===== config.mk =====
export PLATFORM = sky130hd
export DESIGN_NAME = regfile_bypass
export DESIGN_NICKNAME = d
export VERILOG_FILES = /design/src/rtl/regfile_pkg.sv /design/src/rtl/regfile_bypass_scoreboard.sv /design/src/rtl/regfile_bypass.sv
export SDC_FILE = /design/constraint.sdc
export NUM_CORES = 2
export LEC_CHECK = 0
export ABC_AREA = 0
export CORE_MARGIN = 2
export CORE_UTILIZATION = 45
export CTS_CLUSTER_DIAMETER = 150
export DETAILED_ROUTE_END_ITERATION = 8
export DONT_BUFFER_PORTS = 1
export PLACE_DENSITY = 0.63
export SLEW_MARGIN = 10
export SYNTH_ARGS = -nofsm -noshare
export SYNTH_HDL_FRONTEND = slang
export SYNTH_SLANG_ARGS = --single-unit

===== constraint.sdc =====
create_clock -name clk -period 6.82 [get_ports clk]
set_clock_uncertainty 0.2 [all_clocks]
set_input_delay 1.364 -clock clk [delete_from_list [all_inputs] [get_ports clk]]
set_output_delay 1.364 -clock clk [all_outputs]
set_load 0.005 [all_outputs]

===== src/rtl/regfile_pkg.sv =====
// Shared types, default sizes and helpers for the bypassing register file.
//   rf_state_t    : lifecycle of the file (clear sweep, then ready for use)
//   XLEN_DEF      : default data width
//   ADDR_W_DEF    : default register address width
//   RF_ADDR_MAX_W : width that rf_hit compares at; callers zero-extend to it
//   rf_hit        : two register addresses name the same real (non-x0) register
package regfile_pkg;

    typedef enum logic {
        RF_CLEAR = 1'b0,
        RF_READY = 1'b1
    } rf_state_t;

    localparam int XLEN_DEF      = 64;
    localparam int ADDR_W_DEF    = 5;
    localparam int RF_ADDR_MAX_W = 16;

    // x0 never matches anything: it is hardwired and has no producer.
    function automatic logic rf_hit(input logic [RF_ADDR_MAX_W-1:0] addr_a,
                                    input logic [RF_ADDR_MAX_W-1:0] addr_b);
        return (addr_a == addr_b) && (addr_a != {RF_ADDR_MAX_W{1'b0}});
    endfunction

endpackage


===== src/rtl/regfile_bypass_scoreboard.sv =====
// Busy scoreboard: one bit per register, set by issue, cleared by writeback.
//   clk, rst     : clock and synchronous active-high reset (clears all bits)
//   clear_all    : synchronous clear of every bit (held while the file is not ready)
//   set_en/addr  : mark a destination as having an outstanding producer
//   clr_en/addr  : retire the producer of a register
//   lookup_addr  : NREAD packed read addresses
//   lookup_busy  : busy bit of each looked-up register
module rf_scoreboard
    import regfile_pkg::*;
#(
    parameter int ADDR_W = ADDR_W_DEF,
    parameter int NREAD  = 2
) (
    input  logic                    clk,
    input  logic                    rst,
    input  logic                    clear_all,
    input  logic                    set_en,
    input  logic [ADDR_W-1:0]       set_addr,
    input  logic                    clr_en,
    input  logic [ADDR_W-1:0]       clr_addr,
    input  logic [NREAD*ADDR_W-1:0] lookup_addr,
    output logic [NREAD-1:0]        lookup_busy
);

    localparam int DEPTH = 1 << ADDR_W;

    logic [DEPTH-1:0] busy_r;
    logic [DEPTH-1:0] busy_next_s;

    // Next busy vector: clear first so that a same-cycle issue to the same
    // register (a newer producer) overrides the retiring one.
    always_comb begin
        busy_next_s = busy_r;
        if (clr_en) begin
            busy_next_s[clr_addr] = 1'b0;
        end else begin
            busy_next_s = busy_r;
        end
        if (set_en && (set_addr != {ADDR_W{1'b0}})) begin
            busy_next_s[set_addr] = 1'b1;
        end else begin
            busy_next_s[0] = busy_next_s[0];
        end
        busy_next_s[0] = 1'b0;
    end

    // Busy bit storage.
    always_ff @(posedge clk) begin
        if (rst || clear_all) begin
            busy_r <= {DEPTH{1'b0}};
        end else begin
            busy_r <= busy_next_s;
        end
    end

    // Independent lookup per read port.
    always_comb begin
        lookup_busy = {NREAD{1'b0}};
        for (int i = 0; i < NREAD; i++) begin
            lookup_busy[i] = busy_r[lookup_addr[i*ADDR_W +: ADDR_W]];
        end
    end

endmodule


===== src/rtl/regfile_bypass.sv =====
// Multi-port integer register file with hardwired x0, write-to-read bypass,
// busy scoreboard and a post-reset zeroing sweep.
//   clk, rst   : clock, synchronous active-high reset
//   readAddr   : NREAD packed read addresses (port i at [i*ADDR_W +: ADDR_W])
//   readData   : NREAD packed read data, combinational from readAddr
//   readBusy   : per-port "source has an outstanding producer"
//   addressw, writeData, writeEn : writeback port
//   issueAddr, issueEn           : destination of a newly issued instruction
//   ready      : sweep finished, writes and issues are accepted
module regfile_bypass
    import regfile_pkg::*;
#(
    parameter int XLEN           = XLEN_DEF,
    parameter int ADDR_W         = ADDR_W_DEF,
    parameter int NREAD          = 2,
    parameter int BYPASS         = 1,
    parameter int CLEAR_ON_RESET = 1
) (
    input  logic                    clk,
    input  logic                    rst,
    input  logic [NREAD*ADDR_W-1:0] readAddr,
    output logic [NREAD*XLEN-1:0]   readData,
    output logic [NREAD-1:0]        readBusy,
    input  logic [ADDR_W-1:0]       addressw,
    input  logic [XLEN-1:0]         writeData,
    input  logic                    writeEn,
    input  logic [ADDR_W-1:0]       issueAddr,
    input  logic                    issueEn,
    output logic                    ready
);

    localparam int                DEPTH    = 1 << ADDR_W;
    localparam logic [ADDR_W-1:0] LAST_IDX = ADDR_W'(DEPTH - 1);

    rf_state_t         state_r;
    rf_state_t         state_next_s;
    logic [ADDR_W-1:0] idx_r;
    logic [ADDR_W-1:0] idx_next_s;
    logic              ready_r;
    logic              sweep_we_s;

    logic [XLEN-1:0]   mem_r [DEPTH];
    logic              wr_en_s;
    logic [ADDR_W-1:0] wr_addr_s;
    logic [XLEN-1:0]   wr_data_s;

    logic [ADDR_W-1:0] raddr_s [NREAD];
    logic [NREAD-1:0]  lookup_busy_s;

    // Sweep FSM: next state, next sweep index and sweep write strobe.
    always_comb begin
        state_next_s = state_r;
        idx_next_s   = idx_r;
        sweep_we_s   = 1'b0;
        case (state_r)
            RF_CLEAR: begin
                if (CLEAR_ON_RESET != 0) begin
                    sweep_we_s = 1'b1;
                    idx_next_s = idx_r + ADDR_W'(1'b1);
                    if (idx_r == LAST_IDX) begin
                        state_next_s = RF_READY;
                    end else begin
                        state_next_s = RF_CLEAR;
                    end
                end else begin
                    // No sweep: contents are left as they were.
                    state_next_s = RF_READY;
                end
            end
            RF_READY: begin
                state_next_s = RF_READY;
            end
            default: begin
                state_next_s = RF_CLEAR;
            end
        endcase
    end

    // FSM state, sweep index and registered ready flag.
    always_ff @(posedge clk) begin
        if (rst) begin
            state_r <= RF_CLEAR;
            idx_r   <= {ADDR_W{1'b0}};
            ready_r <= 1'b0;
        end else begin
            state_r <= state_next_s;
            idx_r   <= idx_next_s;
            ready_r <= (state_next_s == RF_READY);
        end
    end

    assign ready = ready_r;

    // Single storage write port shared by the sweep and writeback.
    always_comb begin
        wr_en_s   = 1'b0;
        wr_addr_s = idx_r;
        wr_data_s = {XLEN{1'b0}};
        if (rst) begin
            wr_en_s = 1'b0;
        end else if (sweep_we_s) begin
            wr_en_s   = 1'b1;
            wr_addr_s = idx_r;
            wr_data_s = {XLEN{1'b0}};
        end else if (ready_r && writeEn && (addressw != {ADDR_W{1'b0}})) begin
            wr_en_s   = 1'b1;
            wr_addr_s = addressw;
            wr_data_s = writeData;
        end else begin
            wr_en_s = 1'b0;
        end
    end

    // Storage array; deliberately not reset, the sweep provides the zeroing.
    always_ff @(posedge clk) begin
        if (wr_en_s) begin
            mem_r[wr_addr_s] <= wr_data_s;
        end else begin
            mem_r[wr_addr_s] <= mem_r[wr_addr_s];
        end
    end

    // Scoreboard is held clear for as long as the file is not ready.
    rf_scoreboard #(
        .ADDR_W (ADDR_W),
        .NREAD  (NREAD)
    ) u_scoreboard (
        .clk         (clk),
        .rst         (rst),
        .clear_all   (~ready_r),
        .set_en      (ready_r & issueEn),
        .set_addr    (issueAddr),
        .clr_en      (ready_r & writeEn),
        .clr_addr    (addressw),
        .lookup_addr (readAddr),
        .lookup_busy (lookup_busy_s)
    );

    // Unpack the read addresses.
    always_comb begin
        for (int i = 0; i < NREAD; i++) begin
            raddr_s[i] = readAddr[i*ADDR_W +: ADDR_W];
        end
    end

    // Read mux: x0, then forwarded writeback data, then storage.
    always_comb begin
        readData = {(NREAD*XLEN){1'b0}};
        readBusy = {NREAD{1'b0}};
        for (int i = 0; i < NREAD; i++) begin
            if (!ready_r) begin
                readData[i*XLEN +: XLEN] = {XLEN{1'b0}};
                readBusy[i]              = 1'b0;
            end else if (raddr_s[i] == {ADDR_W{1'b0}}) begin
                readData[i*XLEN +: XLEN] = {XLEN{1'b0}};
                readBusy[i]              = 1'b0;
            end else if ((BYPASS != 0) && writeEn &&
                         rf_hit(RF_ADDR_MAX_W'(addressw), RF_ADDR_MAX_W'(raddr_s[i]))) begin
                // The value being written back is the one this reader wants,
                // so its producer is effectively complete.
                readData[i*XLEN +: XLEN] = writeData;
                readBusy[i]              = 1'b0;
            end else begin
                readData[i*XLEN +: XLEN] = mem_r[raddr_s[i]];
                readBusy[i]              = lookup_busy_s[i];
            end
        end
    end

endmodule


==> impl_metrics.csv <==
group,metric,value,unit
layout,fillers,17420,
cts,cts_made_buffers,214,
layout,area_growth_syn_to_layout,10.3,%
critical_path,cp.required,5.26,ns
layout,stdcell_area,109000,sq um
routing,vias,57337,
sta,hold_viol,0,
synth,postSynthCellCount,5352,
layout,drive_gt1_share,26.7,%
power_and_ir_drop,switching_share,21.7,%
critical_path,endpoint_kind,"output port",
cts,cts_tree,"yes",
power_and_ir_drop,leakagePower,37.6,nW
synth,syn_avg_cell_area,18.4,sq um
place,dp.cells,7871,
sta,slew_headroom,-29.8,%
power_and_ir_drop,power_switching,5.85,mW
global_route,grt_first_pass_wirelength,426000,um
cts,cts_hold_buf,0,
cts,cts_buffer_depth,3,
critical_path,critPathSlowestCell,"or3_4",
die,row_count,171,
sta,worstMarginPinSlew,1.95,ns
layout,final_nets,5341,
run,maxCapViolations,0,
routing,drt-vias-per-instance,6.92,
synth,yosysUniqueCellTypes,60,
layout,final_cell_mix,"2048 x edfxtp_1, 893 x mux4_2, 469 x mux2i_1",
min_path,min_from,"u_scoreboard.busy_r[17]$_SDFF_PP0_",
critical_path,crit_chain,"buf_16, buf_16, buf_16, buf_16, or3_4, buf_4, o22ai_1, a21oi_1, a32o_1",
synth,syn-num-nets,5442,
sta,fin_tns_setup,0,ns
routing,firstDrtPassIters,6,
sta,setup_viol,0,
critical_path,r2r_cells,6,
critical_path,path_class,"in -> out",
power_and_ir_drop,p_comb_share,5.7,%
synth,async_reset_ff_share,0,%
synth,ys_ff_latch,2085,
routing,drc,0,
die,die-height,472,um
sta,fin_crit_sh,97.9,%
global_route,grt.overflow.total,0,
place,io_buffers,0,
status,violations,"slew limit",
die,initial_core_util,45.3,%
sta,setup_slack,0.146,ns
die,io_pins,219,
min_path,holdPathEnd,"u_scoreboard.busy_r[17]$_SDFF_PP0_",
synth,synth-edff-count,2048,
routing,post_drt_wl_per_cell,37.0,um
global_route,antenna_found_initial,13,
routing,wl,307000,um
power_and_ir_drop,p_int,21.1,mW
cts,insertion_delay,0.86,ns
critical_path,regToRegEndpoint,"mem_r[5][25]$_DFFE_PP_",
layout,layout_commonest_cell,"edfxtp_1",
critical_path,start_kind,"input port",
min_path,whs_path_depth,2,
critical_path,r2r_start,"ready$_SDFF_PP0_",
sta,rsz0062_at_grt,"no",
global_route,groute.usage.overall,26.8,%
sta,finalMaxSlewViolations,299,
synth,netlist_area,98600,sq um
place,dp_hpwl,153000,um
power_and_ir_drop,pwr_density_cell,248,nW/um^2
die,design.core.area,218000,sq um
global_route,grt_pass1_vias,57732,
synth,yosys_warnings,0,
critical_path,arrival,5.11,ns
place,finalWeightedCongestion,0.802,
sta,max_clock_freq,0.150,GHz
die,dieArea,223000,sq um
cts,root_buffer,"clkbuf_16",
power_and_ir_drop,vdd_drop_max,0.286,mV
cts,post_cts_buffers,0,
routing,drt-initial-drc-count,7956,
power_and_ir_drop,pwr-share-clk,42.5,%
routing,ant_nets,0,
global_route,grt_max_degree,494,
critical_path,ff2ff_setup_slack,2.36,ns
status,status,"finished, violations left",
sta,finalCriticalPeriod,6.67,ns
synth,synth-main-ff-cell,"edfxtp_1",
critical_path,critical_path.most_common_cell,"buf_16",
cts,cts_sinks,2085,
synth,yosysSeqAreaShare,63.1,%
min_path,min_path_type,"reg -> reg",
power_and_ir_drop,seq_power_share,51.8,%
critical_path,crit_fanout,82,
die,die_w,472,um
cts,h-tree-depth,4,
layout,stdcell_count,8284,
cts,clk_pin_slew,0.06,ns
place,place_ws,1.23,ns
critical_path,max_stage_delay,0.56,ns
place,placed_cell_area,102000,sq um
-- timing repair --
action | CTS | global route
endpoints found under the hold margin | 0 | 0
resized for setup | 0 | 2
endpoints found under the setup margin | 0 | 130
-- critical path: cells and delay by family --
kind                   cells  cell delay, ns
buffers and inverters      5            2.02
AO/OA/AOI/OAI              3            0.71
AND/OR/NAND/NOR            1            0.56
-- logic make-up after synthesis --
family	share of synthesized area, %
DFF	63.1
buffers and inverters	2.41
AOI/OAI and AO/OA	6.29
muxes	25.8
xor gates and xnor gates	0.107
and+or+nand+nor	2.28
adders and majority gates	0.0254
-- flip-flops by register name, summed over array words and instances, names as in the netlist --
name and cells:
ready 1, mem_r 2048, idx_r 5, u_scoreboard.busy_r 31
-- synthesized netlist by cell type (all sizes together), types with 4 or more instances --
cell type  instances  area share [%]
a2111oi           22            0.20
a211o             11           0.098
a21oi            253             1.3
a221o             34            0.35
a221oi            54            0.48
a22o              15            0.13
a22oi             45            0.34
a32o              99             1.0
a41oi              4           0.036
and2              69            0.44
and3              52            0.33
buf              272             1.7
clkbuf           185            0.71
dfxtp             37            0.75
edfxtp          2048              62
inv                8           0.030
mux2              54            0.62
mux2i            469             4.8
mux4             893              20
nand2            123            0.47
nand2b             5           0.032
nand3             12           0.061
nand3b             6           0.046
nor2             116            0.44
nor2b             11           0.070
nor3              13           0.071
nor3b              7           0.053
o2111ai            5           0.044
o211ai            81            0.62
o21ai            173            0.88
o22ai             98            0.62
o311a              4           0.041
o31ai              4           0.030
o32ai             10           0.089
or2               21            0.13
xnor2              9           0.080
-- power by group through the flow --
stage	registers, mW	logic (mW)	clock network [mW]
4_1_cts	14.0	1.25	11.6
5_1_grt	14.0	1.61	12.1
3_3_place_gp	14.2	1.25	0
6_report	14.0	1.55	11.4
3_5_place_dp	14.2	1.25	0
2_1_floorplan	14.2	1.20	0
-- worst max-delay path by stage --
stage                 from  slack (ns)               endpoint  cells after the start
3_3_place_gp   readAddr[6]        1.24          readData[117]                      6
4_1_cts        readAddr[6]        1.21          readData[117]                      6
3_5_place_dp   readAddr[6]        1.23          readData[117]                      6
2_1_floorplan  addressw[2]        0.65  mem_r[0][0]$_DFFE_PP_                      8
5_1_grt        readAddr[0]        0.04           readData[40]                      9
6_report       readAddr[0]        0.15           readData[40]                      9
-- final cells by class --
type | instances | area, sq um | area share [%]
Antenna cell | 8 | 20.0 | 0.0184
Clock buffer | 275 | 5670 | 5.21
Timing Repair Buffer | 139 | 1820 | 1.67
Multi-Input combinational cell | 2803 | 34400 | 31.6
Sequential cell | 2085 | 62200 | 57.2
Inverter | 8 | 48.8 | 0.0448
Clock inverter | 112 | 1050 | 0.964
Tap cell | 2854 | 3570 | 3.28
-- per-layer routing --
layer  up-vias  global-route usage [%]  part of all wire [%]
met5         -                       0                0.0042
met4         2                    9.02                   3.4
met3       602                    5.55                    10
met2      3316                    44.2                    49
met1     30619                    35.5                    37
li1      22798                       -                     -
-- per-stage QoR --
step / hold WS (ns) / utilization, % / power (mW)
4_1_cts: 0.291 / 49.8 / 26.8
5_1_grt: 0.315 / 50.0 / 27.6
2_1_floorplan: 0.260 / - / 15.4
3_5_place_dp: 0.283 / 46.7 / 15.5
6_report: 0.291 / 50.0 / 27.0
3_3_place_gp: 0.271 / 46.7 / 15.5
No activity file was read; power rests on OpenSTA's default activity.
